### config.mk
export PLATFORM = sky130hd
export DESIGN_NAME = stdmacro_dff_pipe
export DESIGN_NICKNAME = d
export VERILOG_FILES = /design/src/rtl/stdmacro_dff_pipe_pkg.sv /design/src/rtl/stdmacro_dff_pipe_stage.sv /design/src/rtl/stdmacro_dff_pipe.sv
export SDC_FILE = /design/constraint.sdc
export NUM_CORES = 1
export LEC_CHECK = 0
export ABC_AREA = 1
export ABC_CLOCK_PERIOD_IN_PS = 2000
export CAP_MARGIN = 20
export CORE_AREA = 2 2 39 41
export CTS_CLUSTER_DIAMETER = 120
export CTS_CLUSTER_SIZE = 16
export DETAILED_ROUTE_END_ITERATION = 8
export DIE_AREA = 0 0 41 43
export DONT_BUFFER_PORTS = 1
export PLACE_DENSITY_LB_ADDON = 0.15
export SKIP_CTS_REPAIR_TIMING = 1
export SLEW_MARGIN = 10
export SYNTH_ARGS = -nofsm -noshare
export SYNTH_HDL_FRONTEND = slang
export SYNTH_SLANG_ARGS = --single-unit
### constraint.sdc
create_clock -name clk -period 2 [get_ports clk]
set_clock_uncertainty 0.2 [all_clocks]
set_input_delay 0.3 -clock clk [delete_from_list [all_inputs] [get_ports clk]]
set_output_delay 0.3 -clock clk [all_outputs]
set_load 0.02 [all_outputs]
### src/rtl/stdmacro_dff_pipe_pkg.sv
// Shared helpers for the multi-stage DFF pipeline.
// Holds sizing functions used by the pipeline top level.
package stdmacro_dff_pipe_pkg;

    // Width needed to hold an occupancy count of 0..depth.
    function automatic int unsigned cnt_w(input int unsigned depth);
        return $clog2(depth + 1);
    endfunction

endpackage

### src/rtl/stdmacro_dff_pipe_stage.sv
// One pipeline stage: a valid bit plus a payload register.
// The payload only loads when the incoming valid is set, so bubbles do not toggle data.
module stdmacro_dff_pipe_stage #(
    parameter int unsigned          DFF_WIDTH   = 1,
    parameter logic [DFF_WIDTH-1:0] RESET_VALUE = '0
) (
    input  logic                 clk,
    input  logic                 reset,
    input  logic                 en,
    input  logic                 vin,
    input  logic [DFF_WIDTH-1:0] din,
    output logic                 vout,
    output logic [DFF_WIDTH-1:0] dout
);

    always_ff @(posedge clk or posedge reset) begin
        if (reset) begin
            vout <= 1'b0;
            dout <= RESET_VALUE;
        end else if (en) begin
            vout <= vin;
            if (vin) begin
                dout <= din;
            end
        end
    end

endmodule

### src/rtl/stdmacro_dff_pipe.sv
// Parametrised valid/ready register pipeline with optional bubble collapsing,
// synchronous flush and a registered occupancy count.
module stdmacro_dff_pipe
    import stdmacro_dff_pipe_pkg::*;
#(
    parameter int unsigned          DFF_WIDTH       = 1,
    parameter int unsigned          DFF_DEPTH       = 2,
    parameter logic [DFF_WIDTH-1:0] RESET_VALUE     = '0,
    parameter bit                   BUBBLE_COLLAPSE = 1'b1
) (
    input  logic                             clk,
    input  logic                             reset,
    input  logic                             flush,
    input  logic                             i_valid,
    output logic                             i_ready,
    input  logic [DFF_WIDTH-1:0]             i_data,
    output logic                             o_valid,
    input  logic                             o_ready,
    output logic [DFF_WIDTH-1:0]             o_data,
    output logic [cnt_w(DFF_DEPTH)-1:0]      o_count
);

    localparam int unsigned CW   = cnt_w(DFF_DEPTH);
    localparam int unsigned LAST = DFF_DEPTH - 1;

    if (DFF_DEPTH < 1) begin : g_bad_depth
        $error("stdmacro_dff_pipe: DFF_DEPTH must be at least 1");
    end
    if (DFF_WIDTH < 1) begin : g_bad_width
        $error("stdmacro_dff_pipe: DFF_WIDTH must be at least 1");
    end

    logic [DFF_DEPTH-1:0] v;
    logic [DFF_DEPTH-1:0] adv;
    logic [DFF_DEPTH-1:0] en;
    logic [DFF_DEPTH-1:0] vin;
    logic [DFF_WIDTH-1:0] d   [DFF_DEPTH];
    logic [DFF_WIDTH-1:0] din [DFF_DEPTH];
    logic                 in_xfer;
    logic                 out_xfer;
    logic [CW-1:0]        count_q;
    logic [CW-1:0]        count_d;

    // Advance chain runs from the output back to stage 0, so o_ready reaches
    // i_ready combinationally through every stage.
    always_comb begin
        logic adv_last;
        logic chain;
        adv      = '0;
        adv_last = ~v[LAST] | o_ready;
        chain    = adv_last;
        adv[LAST] = adv_last;
        for (int k = int'(DFF_DEPTH) - 2; k >= 0; k--) begin
            chain  = BUBBLE_COLLAPSE ? (~v[k] | chain) : adv_last;
            adv[k] = chain;
        end
    end

    always_comb begin
        i_ready  = adv[0] & ~flush;
        in_xfer  = i_valid & i_ready;
        out_xfer = o_valid & o_ready;
    end

    // Flush forces every stage to load a zero valid; payloads are left as they are.
    always_comb begin
        en     = adv | {DFF_DEPTH{flush}};
        vin    = '0;
        vin[0] = in_xfer;
        din[0] = i_data;
        for (int k = 1; k < int'(DFF_DEPTH); k++) begin
            vin[k] = v[k-1] & ~flush;
            din[k] = d[k-1];
        end
    end

    for (genvar k = 0; k < DFF_DEPTH; k++) begin : g_stage
        stdmacro_dff_pipe_stage #(
            .DFF_WIDTH   (DFF_WIDTH),
            .RESET_VALUE (RESET_VALUE)
        ) u_stage (
            .clk   (clk),
            .reset (reset),
            .en    (en[k]),
            .vin   (vin[k]),
            .din   (din[k]),
            .vout  (v[k]),
            .dout  (d[k])
        );
    end

    always_comb begin
        count_d = count_q + CW'(in_xfer) - CW'(out_xfer);
        if (flush) begin
            count_d = '0;
        end
    end

    always_ff @(posedge clk or posedge reset) begin
        if (reset) begin
            count_q <= '0;
        end else begin
            count_q <= count_d;
        end
    end

    assign o_valid = v[LAST];
    assign o_data  = d[LAST];
    assign o_count = count_q;

endmodule

==> results.cfg <==
[outcome]
run_status = finished clean

[floorplan]
rows = 14
initial_core_util_pct = 22.8
die-height_um = 43
chipWidth_um = 41
floorplan.io_pins = 11
core_area_um2 = 1380
die_area_um2 = 1760

[detailed_routing]
drt.antenna.violating_nets = 0
first_pass_drt_iterations = 2
post-route-drc-count = 0
wirelength_um = 587
vias_per_cell = 4.19
post_drt_wl_per_cell_um = 9.95
dr.first_iter.drc_count = 2
vias = 247

[sta]
fin_crit_ns = 1.71
min_period_over_period_pct = 85.4
final_hold_slack_ns = 0.0159
grt_setup_unrepaired = no
max_freq_mhz = 586
timing.max_slew.rel_slack_pct = 80.7
finalSetupViolCount = 0
setup_total_negative_slack_ns = 0
slew_viol_final = 0
finalHoldViolations = 0
setup_ws_ns = 0.293
tightest_slew_ns = 0.289

[cts]
clock_tree_from_tritoncts = done
clk-insertion-delay-late_ns = 0.25
clock_sink_count = 6
clock_pin_transition_on_the_worst_setup_and_hold_timing_paths_ns = 0.05
cts.path.max_buffers = 2
root_buffer = clkbuf_4
cts.htree.levels = 1
numCtsBuffers = 3

[run]
max-cap-violations = 0

[synth]
netlist_instances = 38
synth_fp_nets = 46
syn_area_per_cell_um2 = 8.30
yosysUniqueCellTypes = 12
yosys_register_bits = 6
synth-seq-area-share_pct = 47.6
synth-adder-area-share_pct = 7.94
synth_area_um2 = 315
post_synth_xor_area_fraction_pct = 0
synth_warnings = 0
synth_top_area_share_pct = 47.6
largest_family_of_logic_cells_by_synthesized_area = simple AND/OR/NAND/NOR gates
synth.area.mux_share_pct = 0
synthSimpleGateAreaFrac_pct = 26.2
post_synth_main_area_contributors = dfrtp_1, inv_1, nand2_1
synth_area_in_compound_gates_pct = 6.35
synth_top_area_cell = dfrtp_1

[grt]
grt_antenna_before_repair = 0
aggregate_global_routing_overflow = 0
grt_max_degree = 7
grt_first_pass_wirelength_um = 945
first_global_vias = 211
grt.total_usage_pct = 9.11

[worst_setup_path]
crit_type = reg2reg
ff2ff_setup_slack_ns = 0.29
cp-end-kind = flop
crit_fanout = 4
worst-endpoint-arrival_ns = 1.64
worstPathRequired_ns = 1.94
start_kind = flop

[cells_and_area]
layout-area-overhead-vs-synth_pct = 19.8
antenna-diode-count = 0
post_layout_nonfiller_instances = 59
final_nets = 53
post_route_cells_drive_above_1_share_pct = 16.3

[min_path]
min_path_type = in2reg

[power_and_ir_drop]
ir_worst_vdd_uv = 306
leakage_power_nw = 0.208
power.share.sequential_pct = 51.1
power.density_cell_area_nw_per_um2 = 817
comb_power_share_pct = 12.2
p_sw_uw = 90.0
clockPowerShare_pct = 36.7
netSwitchingFraction_pct = 29.2
power_report.internal_total_uw = 219

[placement]
place_hpwl_um = 468
number_of_cells_after_detailed_placement = 54
place.port_buffers = 0
place_worst_setup_slack_ns = 0.294
gp_congestion = 0.729
==> power groups by stage <==
stage	clock network [mW]	logic (mW)	registers, mW
finish	0.113	0.0376	0.158
global placement	0	0.0340	0.160
floorplan	0	0.0293	0.157
detailed placement	0	0.0349	0.160
global route	0.126	0.0455	0.160
CTS	0.120	0.0351	0.158
==> synth_stat cells (all sizes together) <==
master and number:
ha 2, o21ai 3, dfrtp 6, nand3 4, nand4 1, a21oi 1
nor2 2, inv 10, nand2 9
==> worst paths after layout <==
kind,start,end,depth (start not counted)
max in group asynchronous,reset,g_stage[1].u_stage.dout,2
hold / removal,i_valid,g_stage[0].u_stage.dout,2
min in group asynchronous,reset,o_count[0],2
setup reg to reg,g_stage[1].u_stage.vout,o_count[1],8
hold reg to reg,g_stage[0].u_stage.dout,g_stage[0].u_stage.dout,2
setup / recovery,g_stage[1].u_stage.vout,o_count[1],8
==> layout by cell type, fill, tap and decap left out <==
cell	instances
dfrtp_1	6
nand4_1	1
dlygate4sd3_1	2
a21oi_1	1
inv_2	1
nand3_2	3
nand2_1	9
inv_1	9
o21ai_0	2
o21ai_1	1
clkbuf_4	3
nor2_1	2
ha_1	2
nand3_1	1
==> stage by stage <==
| step | instance area [µm²] | total power [mW] | util (%) |
|---|---|---|---|
| after floorplan | 315 | 0.187 | - |
| after global placement | 335 | 0.194 | 24.2 |
| after detailed placement | 335 | 0.195 | 24.2 |
| after CTS | 358 | 0.313 | 25.9 |
| after global routing | 378 | 0.331 | 27.3 |
| final | 378 | 0.309 | 27.3 |
==> metal layers <==
| metal | part of all wire, % | GRT usage (%) | routed length, µm |
|---|---|---|---|
| met1 | 42 | 10.6 | 246 |
| met4 | 0 | 8.00 | 0 |
| met5 | 0 | 0 | 0 |
| met3 | 8.3 | 6.81 | 49 |
| met2 | 50 | 10.3 | 292 |
==> kinds of logic (layout without fill, tap and decap cells) <==
family | after synthesis | after routing
flops | 6 | 6
compound gates | 4 | 4
simple gates | 16 | 16
fa+ha+maj | 2 | 2
buf+inv | 10 | 15
==> critical path, cell delays in order (launching register included) <==
cell	delay, ns
dfrtp_1	0.48
nand3_2	0.16
nand3_2	0.10
ha_1	0.30
inv_1	0.05
ha_1	0.15
nand3_1	0.07
nand2_1	0.06
nor2_1	0.03
==> registers in the layout (all words and copies together) (netlist names) <==
| register | flops |
|---|---|
| g_stage.u_stage.dout | 2 |
| g_stage.u_stage.vout | 2 |
| o_count | 2 |
==> cell type report <==
class | instances | area (µm²)
fillers | 151 | 1010
inverters | 10 | 37.5
flip-flops and latches | 6 | 150
multi-input cells | 22 | 128
repair buffers | 2 | 20.0
clock buffers | 3 | 22.5
well taps | 16 | 20.0
Power figures use the tool's default switching activity.
